--- config.mk ---
export PLATFORM = sky130hd
export DESIGN_NAME = joy_conditioner
export DESIGN_NICKNAME = d
export VERILOG_FILES = /design/src/rtl/joy_conditioner.sv
export SDC_FILE = /design/constraint.sdc
export NUM_CORES = 1
export LEC_CHECK = 0
export CORE_MARGIN = 2
export CORE_UTILIZATION = 45
export CTS_BUF_LIST = sky130_fd_sc_hd__clkbuf_4 sky130_fd_sc_hd__clkbuf_8
export CTS_CLUSTER_SIZE = 10
export DETAILED_ROUTE_END_ITERATION = 6
export GPL_TIMING_DRIVEN = 0
export PLACE_DENSITY_LB_ADDON = 0.05
export SLEW_MARGIN = 20
export SYNTH_ARGS = -nofsm -noshare
export SYNTH_HDL_FRONTEND = slang
export SYNTH_SLANG_ARGS = --single-unit
export TNS_END_PERCENT = 30
--- constraint.sdc ---
create_clock -name clk -period 1.38 [get_ports clk]
set_clock_uncertainty 0.1 [all_clocks]
set_input_delay 0.276 -clock clk [delete_from_list [all_inputs] [get_ports clk]]
set_output_delay 0.276 -clock clk [all_outputs]
set_load 0.01 [all_outputs]
--- src/rtl/joy_conditioner.sv ---
// Purpose : joystick/button conditioner for NUM_PLAYERS players: rotation, sync, debounce,
//           SOCD resolution, optional 4-way restriction and per-button autofire.
// Latency : 3 clk from an asynchronous input change to a registered output with debounce
//           bypassed; debounce adds DEBOUNCE_TICKS ce ticks of qualification plus 1 clk.
// Backpressure: none; all outputs are level signals refreshed every clk.
//
// Ports:
//   clk, reset_n      system clock, asynchronous active-low reset
//   ce                timebase enable for the debounce and autofire counters
//   dir_in/dir_out    per player p at [4p+3:4p] = {up,down,left,right}, active-high
//   btn_in/btn_out    player p buttons at [NUM_BTN*p +: NUM_BTN], active-high
//   rotate            1 = rotate directions for a horizontal monitor
//   socd_mode         0 last-wins, 1 neutral, 2 first-wins, 3 up-priority / last-wins horizontal
//   four_way          1 = suppress diagonals
//   autofire_en       per-button autofire enable, shared by all players
module joy_conditioner #(
    parameter int NUM_PLAYERS    = 2,
    parameter int NUM_BTN        = 4,
    parameter int DEBOUNCE_TICKS = 0,
    parameter int AUTOFIRE_TICKS = 8
) (
    input  logic                           clk,
    input  logic                           reset_n,
    input  logic                           ce,
    input  logic [4*NUM_PLAYERS-1:0]       dir_in,
    input  logic [NUM_BTN*NUM_PLAYERS-1:0] btn_in,
    input  logic                           rotate,
    input  logic [1:0]                     socd_mode,
    input  logic                           four_way,
    input  logic [NUM_BTN-1:0]             autofire_en,
    output logic [4*NUM_PLAYERS-1:0]       dir_out,
    output logic [NUM_BTN*NUM_PLAYERS-1:0] btn_out
);

    localparam int ND   = 4 * NUM_PLAYERS;
    localparam int NBT  = NUM_BTN * NUM_PLAYERS;
    localparam int NB   = ND + NBT;
    localparam int AF_W = (AUTOFIRE_TICKS > 1) ? $clog2(AUTOFIRE_TICKS + 1) : 1;
    localparam logic [AF_W-1:0] AF_LAST = AF_W'(AUTOFIRE_TICKS - 1);

    // ------------------------------------------------------------------
    // Rotation: up<-left, down<-right, left<-down, right<-up
    // ------------------------------------------------------------------
    logic [ND-1:0] dir_rot;

    always_comb begin
        dir_rot = dir_in;
        if (rotate) begin
            for (int p = 0; p < NUM_PLAYERS; p++) begin
                dir_rot[4*p +: 4] = {dir_in[4*p+1], dir_in[4*p], dir_in[4*p+2], dir_in[4*p+3]};
            end
        end
    end

    // ------------------------------------------------------------------
    // Two-flop synchroniser over every direction and button bit
    // ------------------------------------------------------------------
    logic [NB-1:0] sync1_q, sync1_d;
    logic [NB-1:0] sync2_q, sync2_d;

    always_comb begin
        sync1_d = {btn_in, dir_rot};
        sync2_d = sync1_q;
    end

    always_ff @(posedge clk or negedge reset_n) begin
        if (!reset_n) begin
            sync1_q <= '0;
            sync2_q <= '0;
        end else begin
            sync1_q <= sync1_d;
            sync2_q <= sync2_d;
        end
    end

    // ------------------------------------------------------------------
    // Debounce: a bit must disagree with its stable value for
    // DEBOUNCE_TICKS consecutive ce ticks before it is accepted.
    // ------------------------------------------------------------------
    logic [NB-1:0] stable;

    if (DEBOUNCE_TICKS == 0) begin : g_bypass
        assign stable = sync2_q;
    end else begin : g_debounce
        localparam int DB_W = $clog2(DEBOUNCE_TICKS + 1);
        localparam logic [DB_W-1:0] DB_LAST = DB_W'(DEBOUNCE_TICKS - 1);

        logic [NB-1:0]   db_stable_q, db_stable_d;
        logic [DB_W-1:0] db_cnt_q [NB];
        logic [DB_W-1:0] db_cnt_d [NB];

        always_comb begin
            db_stable_d = db_stable_q;
            for (int i = 0; i < NB; i++) begin
                db_cnt_d[i] = '0;
                if (sync2_q[i] != db_stable_q[i]) begin
                    db_cnt_d[i] = db_cnt_q[i];
                    if (ce) begin
                        if (db_cnt_q[i] == DB_LAST) begin
                            db_stable_d[i] = sync2_q[i];
                            db_cnt_d[i]    = '0;
                        end else begin
                            db_cnt_d[i] = db_cnt_q[i] + DB_W'(1);
                        end
                    end
                end
            end
        end

        always_ff @(posedge clk or negedge reset_n) begin
            if (!reset_n) begin
                db_stable_q <= '0;
                for (int i = 0; i < NB; i++) db_cnt_q[i] <= '0;
            end else begin
                db_stable_q <= db_stable_d;
                for (int i = 0; i < NB; i++) db_cnt_q[i] <= db_cnt_d[i];
            end
        end

        assign stable = db_stable_q;
    end

    // ------------------------------------------------------------------
    // Edge history, SOCD / 4-way state, autofire state, output registers
    // ------------------------------------------------------------------
    logic [NB-1:0]          stable_dly_q, stable_dly_d;
    logic [1:0]             last_v_q [NUM_PLAYERS];   // {up,down}
    logic [1:0]             last_v_d [NUM_PLAYERS];
    logic [1:0]             last_h_q [NUM_PLAYERS];   // {left,right}
    logic [1:0]             last_h_d [NUM_PLAYERS];
    logic [NUM_PLAYERS-1:0] axis_v_q, axis_v_d;       // 1 = vertical was last
    logic [NBT-1:0]         af_q, af_d;
    logic [AF_W-1:0]        af_cnt_q [NBT];
    logic [AF_W-1:0]        af_cnt_d [NBT];
    logic [ND-1:0]          dir_out_q, dir_out_d;
    logic [NBT-1:0]         btn_out_q, btn_out_d;

    always_comb begin
        logic [3:0] s;
        logic [3:0] rise;
        logic [1:0] v_res;
        logic [1:0] h_res;
        logic       v_rise;
        logic       h_rise;
        logic       bs;
        logic       bsd;
        int         b;

        stable_dly_d = stable;
        axis_v_d     = axis_v_q;
        af_d         = af_q;
        dir_out_d    = '0;
        btn_out_d    = '0;
        s            = '0;
        rise         = '0;
        v_res        = '0;
        h_res        = '0;
        v_rise       = 1'b0;
        h_rise       = 1'b0;
        bs           = 1'b0;
        bsd          = 1'b0;
        b            = 0;

        for (int p = 0; p < NUM_PLAYERS; p++) begin
            s    = stable[4*p +: 4];
            rise = s & ~stable_dly_q[4*p +: 4];

            // Most recent press per axis; a same-clk tie favours up / left.
            last_v_d[p] = last_v_q[p];
            if (rise[3])      last_v_d[p] = 2'b10;
            else if (rise[2]) last_v_d[p] = 2'b01;

            last_h_d[p] = last_h_q[p];
            if (rise[1])      last_h_d[p] = 2'b10;
            else if (rise[0]) last_h_d[p] = 2'b01;

            // Axis of the most recent press; simultaneous presses on both axes keep the old value.
            v_rise = |rise[3:2];
            h_rise = |rise[1:0];
            if (v_rise && !h_rise)      axis_v_d[p] = 1'b1;
            else if (h_rise && !v_rise) axis_v_d[p] = 1'b0;

            // Resolution uses the updated history so a new press wins on the same clk.
            v_res = s[3:2];
            if (s[3:2] == 2'b11) begin
                case (socd_mode)
                    2'd0:    v_res = last_v_d[p];
                    2'd1:    v_res = 2'b00;
                    2'd2:    v_res = {last_v_d[p][0], last_v_d[p][1]};
                    default: v_res = 2'b10;
                endcase
            end

            h_res = s[1:0];
            if (s[1:0] == 2'b11) begin
                case (socd_mode)
                    2'd1:    h_res = 2'b00;
                    2'd2:    h_res = {last_h_d[p][0], last_h_d[p][1]};
                    default: h_res = last_h_d[p];
                endcase
            end

            if (four_way && (|v_res) && (|h_res)) begin
                dir_out_d[4*p +: 4] = axis_v_d[p] ? {v_res, 2'b00} : {2'b00, h_res};
            end else begin
                dir_out_d[4*p +: 4] = {v_res, h_res};
            end

            for (int j = 0; j < NUM_BTN; j++) begin
                b   = p * NUM_BTN + j;
                bs  = stable[ND + b];
                bsd = stable_dly_q[ND + b];

                // Autofire runs whenever the button is held so enabling it mid-press
                // shows the current phase on the next clk.
                af_cnt_d[b] = '0;
                if (!bs) begin
                    af_d[b] = 1'b0;
                end else if (!bsd) begin
                    af_d[b] = 1'b1;
                end else begin
                    af_cnt_d[b] = af_cnt_q[b];
                    if (ce) begin
                        if (af_cnt_q[b] == AF_LAST) begin
                            af_d[b]     = ~af_q[b];
                            af_cnt_d[b] = '0;
                        end else begin
                            af_cnt_d[b] = af_cnt_q[b] + AF_W'(1);
                        end
                    end
                end

                btn_out_d[b] = autofire_en[j] ? af_d[b] : bs;
            end
        end
    end

    always_ff @(posedge clk or negedge reset_n) begin
        if (!reset_n) begin
            stable_dly_q <= '0;
            axis_v_q     <= '1;
            af_q         <= '0;
            dir_out_q    <= '0;
            btn_out_q    <= '0;
            for (int p = 0; p < NUM_PLAYERS; p++) begin
                last_v_q[p] <= '0;
                last_h_q[p] <= '0;
            end
            for (int b = 0; b < NBT; b++) af_cnt_q[b] <= '0;
        end else begin
            stable_dly_q <= stable_dly_d;
            axis_v_q     <= axis_v_d;
            af_q         <= af_d;
            dir_out_q    <= dir_out_d;
            btn_out_q    <= btn_out_d;
            for (int p = 0; p < NUM_PLAYERS; p++) begin
                last_v_q[p] <= last_v_d[p];
                last_h_q[p] <= last_h_d[p];
            end
            for (int b = 0; b < NBT; b++) af_cnt_q[b] <= af_cnt_d[b];
        end
    end

    assign dir_out = dir_out_q;
    assign btn_out = btn_out_q;

endmodule

* Word-level counts from Yosys, hierarchy flattened
Cells that the tools add are included.
Storage, ports and cells: register bits 114, logic and storage cells 179, memory bits (writable) 0, memories kept 0, latch bits 0, output and inout bits 16, ROM bits 0, input bits 27
Cells by class: muxes and demuxes 97, reductions and logical operators 21, divide/modulo/power cells 0, multipliers 0, bitwise logic cells 12, $lt $le $gt $ge 0, equal/unequal tests 22, shift operators 0, add/sub/neg operators 8
Operator list (number):
- $mux 4 | 36
- $mux 1 | 44
- $add 4x1->4 const B | 8
- $eq 4x3->1 const B | 8
- $mux 2 | 12
- $ne 3x3->1 const B | 8
- $reduce_or 2->1 | 8
- $pmux 2 s3 | 2
- $eq 2x2->1 const B | 5
- $and 4x4->4 | 2
- $logic_and 1x1->1 | 8
- $mux 8 | 1
- $not 1->1 | 8
- $not 4->4 | 2
- $pmux 2 s2 | 2
- $logic_not 1->1 | 4
- $eq 2x1->1 const B | 1
- $logic_not 2->1 | 1

* Logic depth before layout (Yosys ltp)
Gate-level depths: netlist of the first run.
word-level depth 10, depth in mapped cells 7, gate-level depth less buffers 7

* Worst setup path after synthesis of the first run
OpenSTA, ideal clock, no wires.
path type input port to flip-flop, from input socd_mode[0], to register dir_out_q[4] (netlist: dir_out[4]), path buffers 0, setup slack -0.142 ns, arrival 1.298 ns, stages on the path 7, cells stage by stage inv_1 -> ha_1 -> nor2b_1 -> o211ai_1 -> o211ai_1 -> nor2b_1 -> a21oi_1
Between the ends: cells in the longest elaborated chain, start to end 7
RTL lines:
- from (decl) | RTL line 28 | input logic [1:0] socd_mode,
- $eq 2x2->1 (tied with other cells) | RTL line 186, 196
- $pmux 2 s3 | RTL line 186 | case (socd_mode)
- $mux 2 | RTL line 185 | if (s[3:2] == 2'b11) begin
- $reduce_or 2->1 | RTL line 203 | if (four_way && (|v_res) && (|h_res)) begin
- $logic_and 1x1->1 (2 in a row) | RTL line 203
- $mux 4 * | RTL line 203
- via dir_out_d[4] | RTL line 135 | logic [ND-1:0] dir_out_q, dir_out_d;
- to (signal assigned) | RTL line 254 | dir_out_q <= dir_out_d;
- to (decl) | RTL line 135
The timed path passes the listed nets; every way through them passes the cells marked *. A chain may end at the register's enable or synchronous reset.

* Worst setup path in the final report of the first run
from register sync2_q[2] (netlist: stable[2]), to register dir_out_q[1] (netlist: dir_out[1])
Between the ends: cells in the longest elaborated chain, start to end 9
RTL lines:
- from (decl) | RTL line 59 | logic [NB-1:0] sync2_q, sync2_d;
- from (signal assigned) | RTL line 72 | sync2_q <= sync2_d;
- $and 4x4->4 | RTL line 166 | rise = s & ~stable_dly_q[4*p +: 4];
- $mux 2 | RTL line 171 | else if (rise[2]) last_v_d[p] = 2'b01;
- $mux 2 | RTL line 170 | if (rise[3]) last_v_d[p] = 2'b10;
- $pmux 2 s3 | RTL line 186
- $mux 2 | RTL line 185
- $reduce_or 2->1 | RTL line 203
- $logic_and 1x1->1 (2 in a row) | RTL line 203
- $mux 4 * | RTL line 203
- via dir_out_d[1] | RTL line 135
Marks and branches as above.

==> results.sh, run 1 <==
export IMPL_outcome="finished with violations"
export IMPL_failed_checks="setup timing"
export IMPL_core_sq_um=9770
export IMPL_cts_sinks=114
export IMPL_clk_pin_slew_ns=0.07
export IMPL_globalplace_congestion=0.785
export IMPL_nFillCells=850
export IMPL_slew_headroom_pct=66.6
export IMPL_die_x_um=104
export IMPL_synth_top_cell_area_share_pct=61.8
export IMPL_dp_hpwl_um=5180
export IMPL_grt_max_degree=62
export IMPL_n_antenna_cell=0
export IMPL_worst_setup_path_type="flip-flop to flip-flop"
export IMPL_arrival_ns=1.76
export IMPL_report_power_total_uw=7590
export IMPL_via_per_inst=4.90
export IMPL_setup_slack_ns=-0.129
export IMPL_io_pins=43
export IMPL_worstMarginPinSlew_ns=0.500
export IMPL_netlist_area_sq_um=4530
export IMPL_setup_viol=7
export IMPL_drt_wl_total_um=7970
export IMPL_grt_pass1_vias=2864
export IMPL_synth_distinct_cells=42
export IMPL_max_freq_mhz=663
export IMPL_antenna_left=0
export IMPL_yosys_area_top_type="dfrtp_1"
export IMPL_area_delta_synth_final_pct=28.2
export IMPL_maxCapViolations=0
export IMPL_mostFrequentLayoutCell="dfrtp_1"
export IMPL_grt_pass1_wl_um=13100
export IMPL_hold_viol_final=0
export IMPL_startpoint_type="flip-flop"
export IMPL_io_buffer_count=41
export IMPL_htreeDepth=4
export IMPL_power_density_nw_per_um2=1310
export IMPL_synthCells=385
export IMPL_root_buffer="clkbuf_8"
export IMPL_cp_data_required_time_ns=1.63
export IMPL_yosys_warnings=0
export IMPL_die_h_um=104
export IMPL_vdd_drop_max_mv=0.802
export IMPL_track_usage_pct=15.7
export IMPL_insertion_delay_ns=0.43
export IMPL_clockBufferDepth=2
export IMPL_yosysSeqAreaShare_pct=63.0
export IMPL_drc=0
export IMPL_cp_end_kind="flip-flop"
export IMPL_syn_area_per_cell_sq_um=11.8
export IMPL_period_minus_slack_ns=1.51
export IMPL_total_leakage_power_uw=0.00263
export IMPL_cts_tree="done"
export IMPL_ys_seq_elements=114
export IMPL_wl_per_cell_um=13.1
export IMPL_grt_antenna_before_repair=0
export IMPL_place_ws_ns=-0.669
export IMPL_cts_buffers=17
export IMPL_drive_above_1_share_pct=28.1
export IMPL_finalCritPeriodShare_pct=109
export IMPL_dieArea_sq_um=10900
export IMPL_final_nets=498
export IMPL_finalNonFillerCells=606
export IMPL_rows=36
export IMPL_worstHoldPathType="primary input to flip-flop"
export IMPL_initial_utilization_pct=46.4
export IMPL_dp_cells=560
export IMPL_holdWs_ns=0.180
export IMPL_cp_max_fo=4
export IMPL_final_core_util_pct=59.5
export IMPL_slew_viol_final=0
export IMPL_initialDrtViolationCount=64
export IMPL_synth_nets=423
export IMPL_firstDrtPassIters=4
export IMPL_vias=2969
export IMPL_overflow=0
export IMPL_synthTopCellsByArea="dfrtp_1 (62%), nand2_1 (4.1%), nor2_1 (3.8%)"
export IMPL_rsz0062_at_grt="true"
export IMPL_final_cell_mix="dfrtp_1 (109), nand2_1 (43), nor2_1 (37), clkdlybuf4s50_1 (22), a21oi_1 (21)"
-- final timing paths --
| kind | startpoint | endpoint | slack, ns | depth (start not counted) |
|---|---|---|---|---|
| worst max-delay path | stable[2]$_DFF_PN0_ | dir_out[1]$_DFF_PN0_ | -0.13 | 5 |
| worst min-delay path | btn_in[3] | sync1_q[11]$_DFF_PN0_ | 0.18 | 1 |
| worst max register to register | stable[2]$_DFF_PN0_ | dir_out[1]$_DFF_PN0_ | -0.13 | 5 |
| worst min register to register | sync1_q[4]$_DFF_PN0_ | stable[4]$_DFF_PN0_ | 0.25 | 0 |
| max in group asynchronous | reset_n | axis_v_q[0]$_DFF_PN1_ | 0.21 | 3 |
| min in group asynchronous | reset_n | btn_out[0]$_DFF_PN0_ | 0.27 | 2 |
-- per-layer routing --
metal	global-route usage, %	vias up	part of all wire, %
li1	-	1472	-
met1	18.8	1436	45
met2	24.7	48	49
met3	6.58	13	4.3
met4	6.95	0	1.6
met5	0	-	0
-- where the power goes --
group / switching (uW) / internal (uW)
Sequential: 137 / 3570
Clock: 1360 / 1750
Combinational: 399 / 384
-- cells in the mapped netlist, drive strengths merged --
cell type / number
and2b: 3
o211a: 2
o41ai: 1
dfstp: 2
dfrtp: 112
nor3: 1
nand3: 2
a22o: 1
clkbuf: 1
nand4: 9
mux2: 8
a21oi: 26
nand4bb: 1
mux2i: 16
ha: 11
o21ai: 1
inv: 21
nor2b: 6
o211ai: 6
buf: 4
o21a: 1
nand2b: 6
a31oi: 9
o21bai: 2
a311oi: 1
o221ai: 5
a21boi: 1
o22a: 1
xor2: 16
o2111ai: 1
maj3: 2
nor2: 46
or3: 9
nor4bb: 1
nand2: 50
-- sequential cells by signal (all words and copies together), names as in the netlist, 4 cells and up --
name          flops
dir_out           8
btn_out           8
last_v_q          4
stable_dly_q     16
af_q              8
stable           16
sync1_q          16
af_cnt_q         32
last_h_q          4
-- critical path, cell delays in order (launching register included) --
cell and delay (ns):
dfrtp_1 0.41, nor2b_4 0.15, o211a_1 0.22, o41ai_2 0.24
o21ai_1 0.14, a21oi_1 0.18
-- through the flow --
step	TNS [ns]	instance area [sq um]
after floorplan	-0.000191	4560
after global placement	-525.19	5140
after detailed placement	-25.69	5170
after CTS	-0.420	5560
after global routing	-1.68	5810
final	-0.429	5810
-- final cells by class --
class / instances / area (sq um) / area share [%]
flip-flops and latches: 114 / 2860 / 49.2
clock inverters: 12 / 131 / 2.26
repair buffers: 56 / 464 / 7.99
multi-input cells: 245 / 1800 / 30.9
well taps: 133 / 166 / 2.86
inverters: 21 / 78.8 / 1.36
clock buffers: 20 / 275 / 4.74
plain buffers: 5 / 41.3 / 0.710
-- logic make-up (layout without fill, tap and decap cells) --
family / after synthesis / in the layout / synth area share [%]
buf+inv: 26 / 114 / 2.26
fa+ha+maj: 13 / 13 / 3.50
mux: 24 / 24 / 5.52
compound gates: 58 / 58 / 8.83
xor+xnor: 16 / 16 / 3.09
flops: 114 / 114 / 63.0
simple gates: 134 / 134 / 13.8
-- repair_timing --
action / in CTS / in global routing
endpoints found under the hold margin: 53 / 0
pin swaps: 6 / 22
setup buffers: 3 / 10
hold buffers: 1 / 0
endpoints found under the setup margin: 52 / 37
gates resized for setup: 79 / 42
Power figures use the tool's default switching activity.
==> inputs of run 2 (changes only) <==
--- a/config.mk
+++ b/config.mk
@@ -5,6 +5,7 @@
 export SDC_FILE = /design/constraint.sdc
 export NUM_CORES = 1
 export LEC_CHECK = 0
+export ABC_AREA = 1
 export CORE_MARGIN = 2
 export CORE_UTILIZATION = 45
 export CTS_BUF_LIST = sky130_fd_sc_hd__clkbuf_4 sky130_fd_sc_hd__clkbuf_8
@@ -12,6 +13,7 @@
 export DETAILED_ROUTE_END_ITERATION = 6
 export GPL_TIMING_DRIVEN = 0
 export PLACE_DENSITY_LB_ADDON = 0.05
+export SKIP_CTS_REPAIR_TIMING = 1
 export SLEW_MARGIN = 20
 export SYNTH_ARGS = -nofsm -noshare
 export SYNTH_HDL_FRONTEND = slang
==> results.sh, run 2 <==
export IMPL_wl_met3_um=407
export IMPL_synth_most_common_cell="dfrtp_1"
export IMPL_yosys_area_top_type="dfrtp_1"
export IMPL_p_sw_uw=2050
export IMPL_antenna_left=0
export IMPL_place_ws_ns=-0.672
export IMPL_setup_viol=8
export IMPL_cp_end_kind="flip-flop"
export IMPL_root_buffer="clkbuf_8"
export IMPL_met1_length_um=4120
export IMPL_cts_sinks=114
export IMPL_drive_above_1_share_pct=17.3
export IMPL_n_antenna_cell=0
export IMPL_critPathBufInv=0
export IMPL_period_minus_slack_ns=1.46
export IMPL_grt_pass1_vias=3205
export IMPL_synth_edf_count=0
export IMPL_die_h_um=106
export IMPL_top_layer_used="met4"
export IMPL_io_pins=43
export IMPL_htreeDepth=4
export IMPL_arrival_ns=1.67
export IMPL_route_met2_wl_um=3960
export IMPL_finalNonFillerCells=701
export IMPL_netlist_area_sq_um=4670
export IMPL_overflow=0
export IMPL_startpoint_type="flip-flop"
export IMPL_synthTopCellsByCount="dfrtp_1 (112), nand2_1 (100), inv_1 (66), nand3_1 (47), o21ai_0 (33)"
export IMPL_die_x_um=106
export IMPL_worst_setup_path_type="flip-flop to flip-flop"
export IMPL_power_frac_comb_pct=11.1
export IMPL_wl_per_cell_um=12.3
export IMPL_synth_top_cell_area_share_pct=60.0
export IMPL_rsz0062_at_grt="true"
export IMPL_grt_max_degree=78
export IMPL_dp_cells=664
export IMPL_yosys_warnings=0
export IMPL_finalCritPeriodShare_pct=106
export IMPL_cp_top_family="simple AND/OR/NAND/NOR gates"
export IMPL_slew_headroom_pct=65.9
export IMPL_swShare_pct=25.0
export IMPL_hold_viol_final=0
export IMPL_synth_distinct_cells=29
export IMPL_worstMarginPinSlew_ns=0.511
export IMPL_path_common_cell="nand2_1"
export IMPL_core_sq_um=10200
export IMPL_area_delta_synth_final_pct=25.7
export IMPL_slew_viol_final=0
export IMPL_placed_area_sq_um=5300
export IMPL_total_leakage_power_uw=0.00295
export IMPL_vdd_drop_max_mv=0.795
export IMPL_cp_max_fo=5
export IMPL_track_usage_pct=17.0
export IMPL_clockBufferDepth=2
export IMPL_cp_data_required_time_ns=1.59
export IMPL_synth_ff_type="dfrtp_1"
export IMPL_final_core_util_pct=57.6
export IMPL_dieArea_sq_um=11200
export IMPL_globalplace_congestion=0.778
export IMPL_cts_tree="done"
export IMPL_drt_wl_total_um=8600
export IMPL_maxCapViolations=0
export IMPL_io_buffer_count=41
export IMPL_outcome="finished with violations"
export IMPL_final_nets=590
export IMPL_setup_slack_ns=-0.0767
export IMPL_dp_hpwl_um=5640
export IMPL_grt_pass1_wl_um=14700
export IMPL_via_per_inst=4.79
export IMPL_synthCells=486
export IMPL_final_cell_mix="dfrtp_1 (108), nand2_1 (89), inv_1 (63), nand3_1 (45), o21ai_0 (29)"
export IMPL_syn_area_per_cell_sq_um=9.61
export IMPL_insertion_delay_ns=0.43
export IMPL_vias=3359
export IMPL_fin_area_sq_um=5870
export IMPL_crit_slowest_cell="dfrtp_2"
export IMPL_intPower_uw=6140
export IMPL_initialDrtViolationCount=127
export IMPL_power_frac_seq_pct=46.4
export IMPL_synthTopCellsByArea="dfrtp_1 (60%), nand2_1 (8.0%), inv_1 (5.3%)"
export IMPL_grt_antenna_before_repair=0
export IMPL_drc=0
export IMPL_crit_chain="nand2_2, nand2_1, nand2_2, nand2_1, nand2_1, nand3_1, nand3_1, nand2_1, nor2_2, nor2_1"
export IMPL_cts_buffers=17
export IMPL_ys_seq_elements=114
export IMPL_rows=37
export IMPL_power_density_nw_per_um2=1400
export IMPL_async_flop_share_pct=100
export IMPL_clk_pin_slew_ns=0.07
export IMPL_worstHoldPathType="primary input to flip-flop"
export IMPL_largest_reg_flops=32
export IMPL_initial_utilization_pct=45.9
export IMPL_max_freq_mhz=686
export IMPL_critical_path_max_stage_delay_ns=0.44
export IMPL_pwr_share_clk_pct=42.5
export IMPL_failed_checks="setup timing"
export IMPL_yosysSeqAreaShare_pct=61.1
export IMPL_regMostFlops="af_cnt_q"
export IMPL_mostFrequentLayoutCell="dfrtp_1"
export IMPL_firstDrtPassIters=4
export IMPL_synth_nets=524
-- run 2: worst reg2reg max path: cells and delay by family, from the launching register on --
| kind | cells | cell delay (ns) |
|---|---|---|
| and+or+nand+nor | 10 | 0.81 |
| DFF | 1 | 0.44 |
-- run 2: cell type report --
class / instances / area (sq um)
fillers: 934 / 4310
flip-flops and latches: 114 / 2860
multi-input cells: 295 / 1620
repair buffers: 47 / 464
clock buffers: 20 / 275
inverters: 70 / 263
clock inverters: 12 / 179
well taps: 136 / 170
plain buffers: 7 / 40.0
-- run 2: through the flow --
step / setup TNS (ns) / hold slack (ns) / power [uW]
global placement: -510.80 / 0.233 / 4720
global route: -2.56 / 0.154 / 8650
CTS: -6.24 / -0.356 / 8280
floorplan: 0 / -0.120 / 4340
finish: -0.329 / 0.174 / 8200
detailed placement: -6.12 / 0.108 / 4750
-- run 2: power groups by stage --
stage | sequential [uW] | combinational [uW] | clock [uW]
finish | 3800 | 912 | 3480
global route | 3830 | 1060 | 3760
CTS | 3800 | 907 | 3580
detailed placement | 3850 | 899 | 0
global placement | 3850 | 870 | 0
floorplan | 3840 | 499 | 0
-- run 2: per-layer routing --
layer  global-route usage [%]  vias up
met5                        0        -
met3                     6.19       10
met4                     6.77        0
li1                         -     1694
met2                     25.2       65
met1                     22.9     1590
-- run 2: final timing paths --
| kind | startpoint | to | slack [ns] | cells after the start |
|---|---|---|---|---|
| setup reg to reg | stable[2]$_DFF_PN0_ | dir_out[2]$_DFF_PN0_ | -0.08 | 10 |
| setup / recovery | stable[2]$_DFF_PN0_ | dir_out[2]$_DFF_PN0_ | -0.08 | 10 |
| max in group asynchronous | reset_n | axis_v_q[0]$_DFF_PN1_ | 0.24 | 3 |
| min in group asynchronous | reset_n | sync1_q[15]$_DFF_PN0_ | 0.22 | 2 |
| hold reg to reg | sync1_q[7]$_DFF_PN0_ | stable[7]$_DFF_PN0_ | 0.25 | 0 |
| hold / removal | ce | af_cnt_q[31]$_DFFE_PN0P_ | 0.17 | 4 |
-- run 2: cell families after synthesis --
| kind of cell | after synthesis | synth area share (%) |
|---|---|---|
| buf+inv | 77 | 6.48 |
| compound gates | 62 | 7.12 |
| flops | 114 | 61.1 |
| fa+ha+maj | 11 | 2.95 |
| simple gates | 214 | 20.8 |
| xor+xnor | 8 | 1.50 |
==> inputs of run 3 (changes only) <==
--- a/config.mk
+++ b/config.mk
@@ -6,6 +6,7 @@
 export NUM_CORES = 1
 export LEC_CHECK = 0
 export ABC_AREA = 1
+export CORE_ASPECT_RATIO = 1.1
 export CORE_MARGIN = 2
 export CORE_UTILIZATION = 45
 export CTS_BUF_LIST = sky130_fd_sc_hd__clkbuf_4 sky130_fd_sc_hd__clkbuf_8
@@ -13,8 +14,9 @@
 export DETAILED_ROUTE_END_ITERATION = 6
 export GPL_TIMING_DRIVEN = 0
 export PLACE_DENSITY_LB_ADDON = 0.05
+export SETUP_SLACK_MARGIN = 0.3
 export SKIP_CTS_REPAIR_TIMING = 1
-export SLEW_MARGIN = 20
+export SLEW_MARGIN = 30
 export SYNTH_ARGS = -nofsm -noshare
 export SYNTH_HDL_FRONTEND = slang
 export SYNTH_SLANG_ARGS = --single-unit
==> results.sh, run 3 (synthesized netlist as in run 2, its figures left out) <==
export IMPL_clockBufferDepth=2
export IMPL_mostFrequentLayoutCell="dfrtp_1"
export IMPL_final_nets=600
export IMPL_firstDrtPassIters=4
export IMPL_p_sw_uw=2200
export IMPL_track_usage_pct=17.0
export IMPL_rows=39
export IMPL_drive_above_1_share_pct=29.4
export IMPL_place_ws_ns=-0.799
export IMPL_hold_viol_final=100
export IMPL_dieArea_sq_um=11200
export IMPL_worst_setup_path_type="flip-flop to flip-flop"
export IMPL_crit_chain="nand2_2, nand2_2, nand2_2, nand2_1, nand3_2, nand2_1, nand2_1, nand2_1, nor2_2, nor2_1"
export IMPL_power_frac_comb_pct=12.8
export IMPL_critical_path_max_stage_delay_ns=0.44
export IMPL_overflow=0
export IMPL_io_pins=43
export IMPL_grt_pass1_vias=3193
export IMPL_die_h_um=111
export IMPL_cp_top_family="simple AND/OR/NAND/NOR gates"
export IMPL_pwr_share_clk_pct=41.4
export IMPL_initialDrtViolationCount=128
export IMPL_crit_slowest_cell="dfrtp_1"
export IMPL_slew_viol_final=0
export IMPL_die_x_um=101
export IMPL_outcome="finished with violations"
export IMPL_cp_max_fo=4
export IMPL_fin_area_sq_um=6120
export IMPL_clk_pin_slew_ns=0.07
export IMPL_rsz0062_at_grt="true"
export IMPL_placed_area_sq_um=5340
export IMPL_vias=3463
export IMPL_insertion_delay_ns=0.44
export IMPL_core_sq_um=10200
export IMPL_grt_pass1_wl_um=14700
export IMPL_critPathBufInv=0
export IMPL_worstHoldPathType="primary input to asynchronous set/reset pin"
export IMPL_globalplace_congestion=0.785
export IMPL_setup_slack_ns=-0.0406
export IMPL_area_delta_synth_final_pct=31.1
export IMPL_cp_end_kind="flip-flop"
export IMPL_grt_antenna_before_repair=0
export IMPL_swShare_pct=26.3
export IMPL_cp_data_required_time_ns=1.61
export IMPL_period_minus_slack_ns=1.42
export IMPL_intPower_uw=6160
export IMPL_root_buffer="clkbuf_8"
export IMPL_setup_viol=5
export IMPL_io_buffer_count=41
export IMPL_via_per_inst=4.96
export IMPL_cts_tree="done"
export IMPL_slew_headroom_pct=66.4
export IMPL_cts_sinks=114
export IMPL_power_density_nw_per_um2=1370
export IMPL_final_core_util_pct=59.8
export IMPL_initial_utilization_pct=45.6
export IMPL_antenna_left=0
export IMPL_holdWs_ns=-0.379
export IMPL_path_common_cell="nand2_1"
export IMPL_grt_max_degree=71
export IMPL_maxCapViolations=0
export IMPL_vdd_drop_max_mv=0.791
export IMPL_failed_checks="hold timing, setup timing"
export IMPL_total_leakage_power_uw=0.00294
export IMPL_arrival_ns=1.65
export IMPL_max_freq_mhz=704
export IMPL_finalCritPeriodShare_pct=103
export IMPL_final_cell_mix="dfrtp_1 (110), nand2_1 (71), inv_1 (58), nand2_2 (34), nand3_1 (30)"
export IMPL_drc=0
export IMPL_drt_wl_total_um=9150
export IMPL_dp_hpwl_um=5710
export IMPL_startpoint_type="flip-flop"
export IMPL_wl_per_cell_um=13.1
export IMPL_power_frac_seq_pct=45.8
export IMPL_n_antenna_cell=0
export IMPL_htreeDepth=4
export IMPL_cts_buffers=17
export IMPL_worstMarginPinSlew_ns=0.504
export IMPL_largest_reg_flops=32
export IMPL_regMostFlops="af_cnt_q"
==> run 3: cell types whose count changed in the layout (fill, tap and decap cells not counted), moves of 9 or more <==
cell	change
nand2_1	-18
buf_2	+16
nand2_2	+15
nand3_1	-15
nand3_2	+15
buf_4	+11
o21ai_0	-11
o21ai_1	+9
==> run 3: through the flow <==
step	setup TNS (ns)	total power, uW	cells
after global routing	-1.32	8790	698
final	-0.139	8360	698
after detailed placement	-7.12	4770	651
after global placement	-508.73	4730	650
after CTS	-7.16	8250	683
after floorplan	0	4350	486
==> run 3: layout make-up <==
type,count,area (sq um)
repair buffers,57,480
well taps,123,154
multi-input cells,295,1870
flip-flops and latches,114,2860
clock buffers,19,262
clock inverters,13,184
fillers,879,4120
inverters,70,278
plain buffers,7,41.3
==> run 3: per-layer routing <==
layer | vias to the layer above | global-route usage (%) | share of wire [%]
li1 | 1715 | - | -
met1 | 1684 | 23.3 | 46
met2 | 45 | 24.2 | 49
met3 | 19 | 6.12 | 3.6
met4 | 0 | 7.84 | 1.9
met5 | - | 0 | 0
==> run 3: worst reg2reg max path, stage by stage (launching register included) <==
cell,delay [ns]
dfrtp_1,0.44
nand2_2,0.12
nand2_2,0.06
nand2_2,0.07
nand2_1,0.07
nand3_2,0.07
nand2_1,0.06
nand2_1,0.07
nand2_1,0.05
nor2_2,0.14
nor2_1,0.07
==> run 3: power by group through the flow <==
stage / combinational (uW) / sequential, uW / clock (uW)
after global placement: 882 / 3850 / 0
after floorplan: 507 / 3840 / 0
after detailed placement: 915 / 3850 / 0
after CTS: 917 / 3800 / 3540
final: 1070 / 3830 / 3460
after global routing: 1200 / 3870 / 3710
==> run 3: final timing paths <==
check | startpoint | slack, ns | to | cells after the start
min in group clk | ce | 0.15 | af_cnt_q[23]$_DFFE_PN0P_ | 4
hold reg to reg | sync1_q[0]$_DFF_PN0_ | 0.25 | stable[0]$_DFF_PN0_ | 0
hold / removal | reset_n | -0.38 | af_cnt_q[19]$_DFFE_PN0P_ | 1
setup / recovery | stable[0]$_DFF_PN0_ | -0.04 | dir_out[3]$_DFF_PN0_ | 10
max in group asynchronous | reset_n | 0.88 | axis_v_q[0]$_DFF_PN1_ | 2
setup reg to reg | stable[0]$_DFF_PN0_ | -0.04 | dir_out[3]$_DFF_PN0_ | 10
==> variant (settings of run 1) <==
The parameter `NUM_PLAYERS` goes from 2 to 8.
--- a/src/rtl/joy_conditioner.sv
+++ b/src/rtl/joy_conditioner.sv
@@ -14,7 +14,7 @@
 //   four_way          1 = suppress diagonals
 //   autofire_en       per-button autofire enable, shared by all players
 module joy_conditioner #(
-    parameter int NUM_PLAYERS    = 2,
+    parameter int NUM_PLAYERS    = 8,
     parameter int NUM_BTN        = 4,
     parameter int DEBOUNCE_TICKS = 0,
     parameter int AUTOFIRE_TICKS = 8
Ports: changed (resized btn_in, btn_out, dir_in and dir_out); port bits go from 43 to 139. The function was not compared with the original's and may differ.
==> variant against run 1 <==
  * Die area increased to 3.8 times the old value
  * Sequential cell count is 342 higher
  * Combinational power grew to 4.3 times the old value
  * Synthesized cell count rose to 3.9 times the old value
  * Clock power rose to 4.1 times the old value
  * Routed wire length increased to 4.9 times the old value
  * Power rose to 4.1 times the old value
  * Setup slack got worse by 0.13 ns
  * Core utilization down 0.59 points
  * Design area increased to 4.0 times the old value
  * The flow finishes with violations (hold timing, setup timing)
  * Synthesized area rose to 4.0 times the old value
  * Critical path type unchanged
==> variant: results (changes against run 1) <==
----------------------------------------------------
[Logic synthesis]
  Proportion of synthesized chip area in sequential cells ... 63.5% (was 63.0%)
  Library cells used by synthesis ... 55 (was 42)
  Fraction of the mapped netlist area in adder cells ... 2.90% (was 3.50%)
  Compound-Gate Fraction of Synth Area ... 9.53% (was 8.83%)
  Most area-consuming cells after synthesis ... sky130_fd_sc_hd__dfrtp_1 (62%), sky130_fd_sc_hd__nand2_1 (3.8%), sky130_fd_sc_hd__nor2_1 (3.6%) (was sky130_fd_sc_hd__dfrtp_1 (62%), sky130_fd_sc_hd__nand2_1 (4.1%), sky130_fd_sc_hd__nor2_1 (3.8%))
  Commonest cells in the synthesized netlist ... sky130_fd_sc_hd__dfrtp_1 (448), sky130_fd_sc_hd__nand2_1 (181), sky130_fd_sc_hd__nor2_1 (170) (was sky130_fd_sc_hd__dfrtp_1 (112), sky130_fd_sc_hd__nand2_1 (50), sky130_fd_sc_hd__nor2_1 (46))
  Post-Syn Nets ... 1629 (was 423)
  Xor/xnor cell area share of the yosys netlist ... 3.36% (was 3.09%)

[Route]
  Met3 wire length ... 1560 um (was 345 um)
  Aggregate routed wire length ... 39000 um (was 7970 um)
  Wire length on met1 ... 17600 um (was 3550 um)
  Met2 wire length ... 18700 um (was 3940 um)

[Placed design]
  Count of input and output buffers ... 132 (was 41)
  Post-placement cell area ... 0.0202 mm^2 (was 0.00517 mm^2)

[Clock tree]
  H-tree Lvls ... 3 (was 4)
  Clk_lat worst skew ... 0.63 ns (was 0.43 ns)
  Quantity of hold-fixing buffers added after cts ... 34 (was 1)
  Total CTS buffers ... 78 (was 17)

[Power and ir drop]
  Maximum resistive drop on vdd ... 0.795 mV (was 0.802 mV)
  Leakage component of the power ... 0.0106 uW (was 0.00263 uW)
  Power dissipated in sequential cells ... 14900 uW (was 3710 uW)
  Share of power burned in the clock network ... 41.0% (was 40.9%)
  Switching fraction of total power ... 24.9% (about the same)

[Cells and area]
  Number of flip-flops in the largest register ... 128 (was 32)
  Fillers ... 3288 (was 850)

[Run status]
  Outcome ... finished with violations (unchanged)
  Violations in the final reports ... hold timing, setup timing (was setup timing)

[Worst setup path]
  Worst reg2reg path endpoint ... dir_out[28] (was dir_out[1])
  Critical path peak fanout ... 3 (was 4)
  Crit Reg-Reg Startpoint ... stable[30] (was stable[2])

[Global route]
  Maximum number of pins on one net before global-route repair ... 82 (was 62)
  Number of antenna violations at the first check in global routing ... 1 (was 0)
  Global-route wire length before repair ... 62800 um (was 13100 um)

[STA]
  Final Hold Fails ... 186 (was 0)
  Final setup violating endpoints ... 125 (was 7)
  Post-layout worst setup margin ... -0.256 ns (was -0.129 ns)
  Minimum hold slack ... -0.577 ns (was 0.180 ns)

----------------------------------------------------
==> variant: layout make-up <==
| cell class | instances | area [um^2] | area share [%] |
|---|---|---|---|
| flip-flops and latches | 456 | 11400 | 49.1 |
| multi-input cells | 960 | 7060 | 30.3 |
| repair buffers | 230 | 2020 | 8.67 |
| clock buffers | 122 | 1500 | 6.46 |
| well taps | 525 | 657 | 2.82 |
| inverters | 70 | 278 | 1.19 |
| plain buffers | 33 | 185 | 0.795 |
| clock inverters | 17 | 146 | 0.629 |
| diodes | 1 | 2.50 | 0.0107 |
==> variant: cells by family (layout without fill, tap and decap cells) <==
| group | Yosys count | in the layout |
|---|---|---|
| other cells | 0 | 1 |
| compound gates | 254 | 254 |
| xor+xnor | 69 | 69 |
| simple gates | 503 | 503 |
| mux | 91 | 91 |
| buf+inv | 103 | 472 |
| fa+ha+maj | 43 | 43 |
| flops | 456 | 456 |
==> variant: stage by stage <==
step | power [uW] | setup WS, ns | cells | util, % | hold slack (ns)
3_3_place_gp | 17800 | -20.23 | 2176 | 50.5 | 0.231
2_1_floorplan | 16500 | -0.257 | 1519 | - | -0.120
6_report | 30900 | -0.256 | 2414 | 58.9 | -0.577
3_5_place_dp | 18000 | -1.48 | 2182 | 51.0 | 0.137
4_1_cts | 31100 | -0.262 | 2384 | 56.9 | -0.560
5_1_grt | 32500 | -0.324 | 2413 | 58.9 | -0.602
==> variant: timing repair <==
item / 4_1_cts / 5_1_grt
endpoints found under the hold margin: 219 / 186
setup buffers: 29 / 31
pin swaps: 37 / 77
gates cloned: 0 / 0
gates resized for setup: 388 / 129
endpoints found under the setup margin: 141 / 177
==> variant: layer usage <==
layer,GRT usage [%],up-vias
met3,4.10,83
met1,25.7,6125
met5,0,-
met2,30.6,225
li1,-,5848
met4,7.69,2
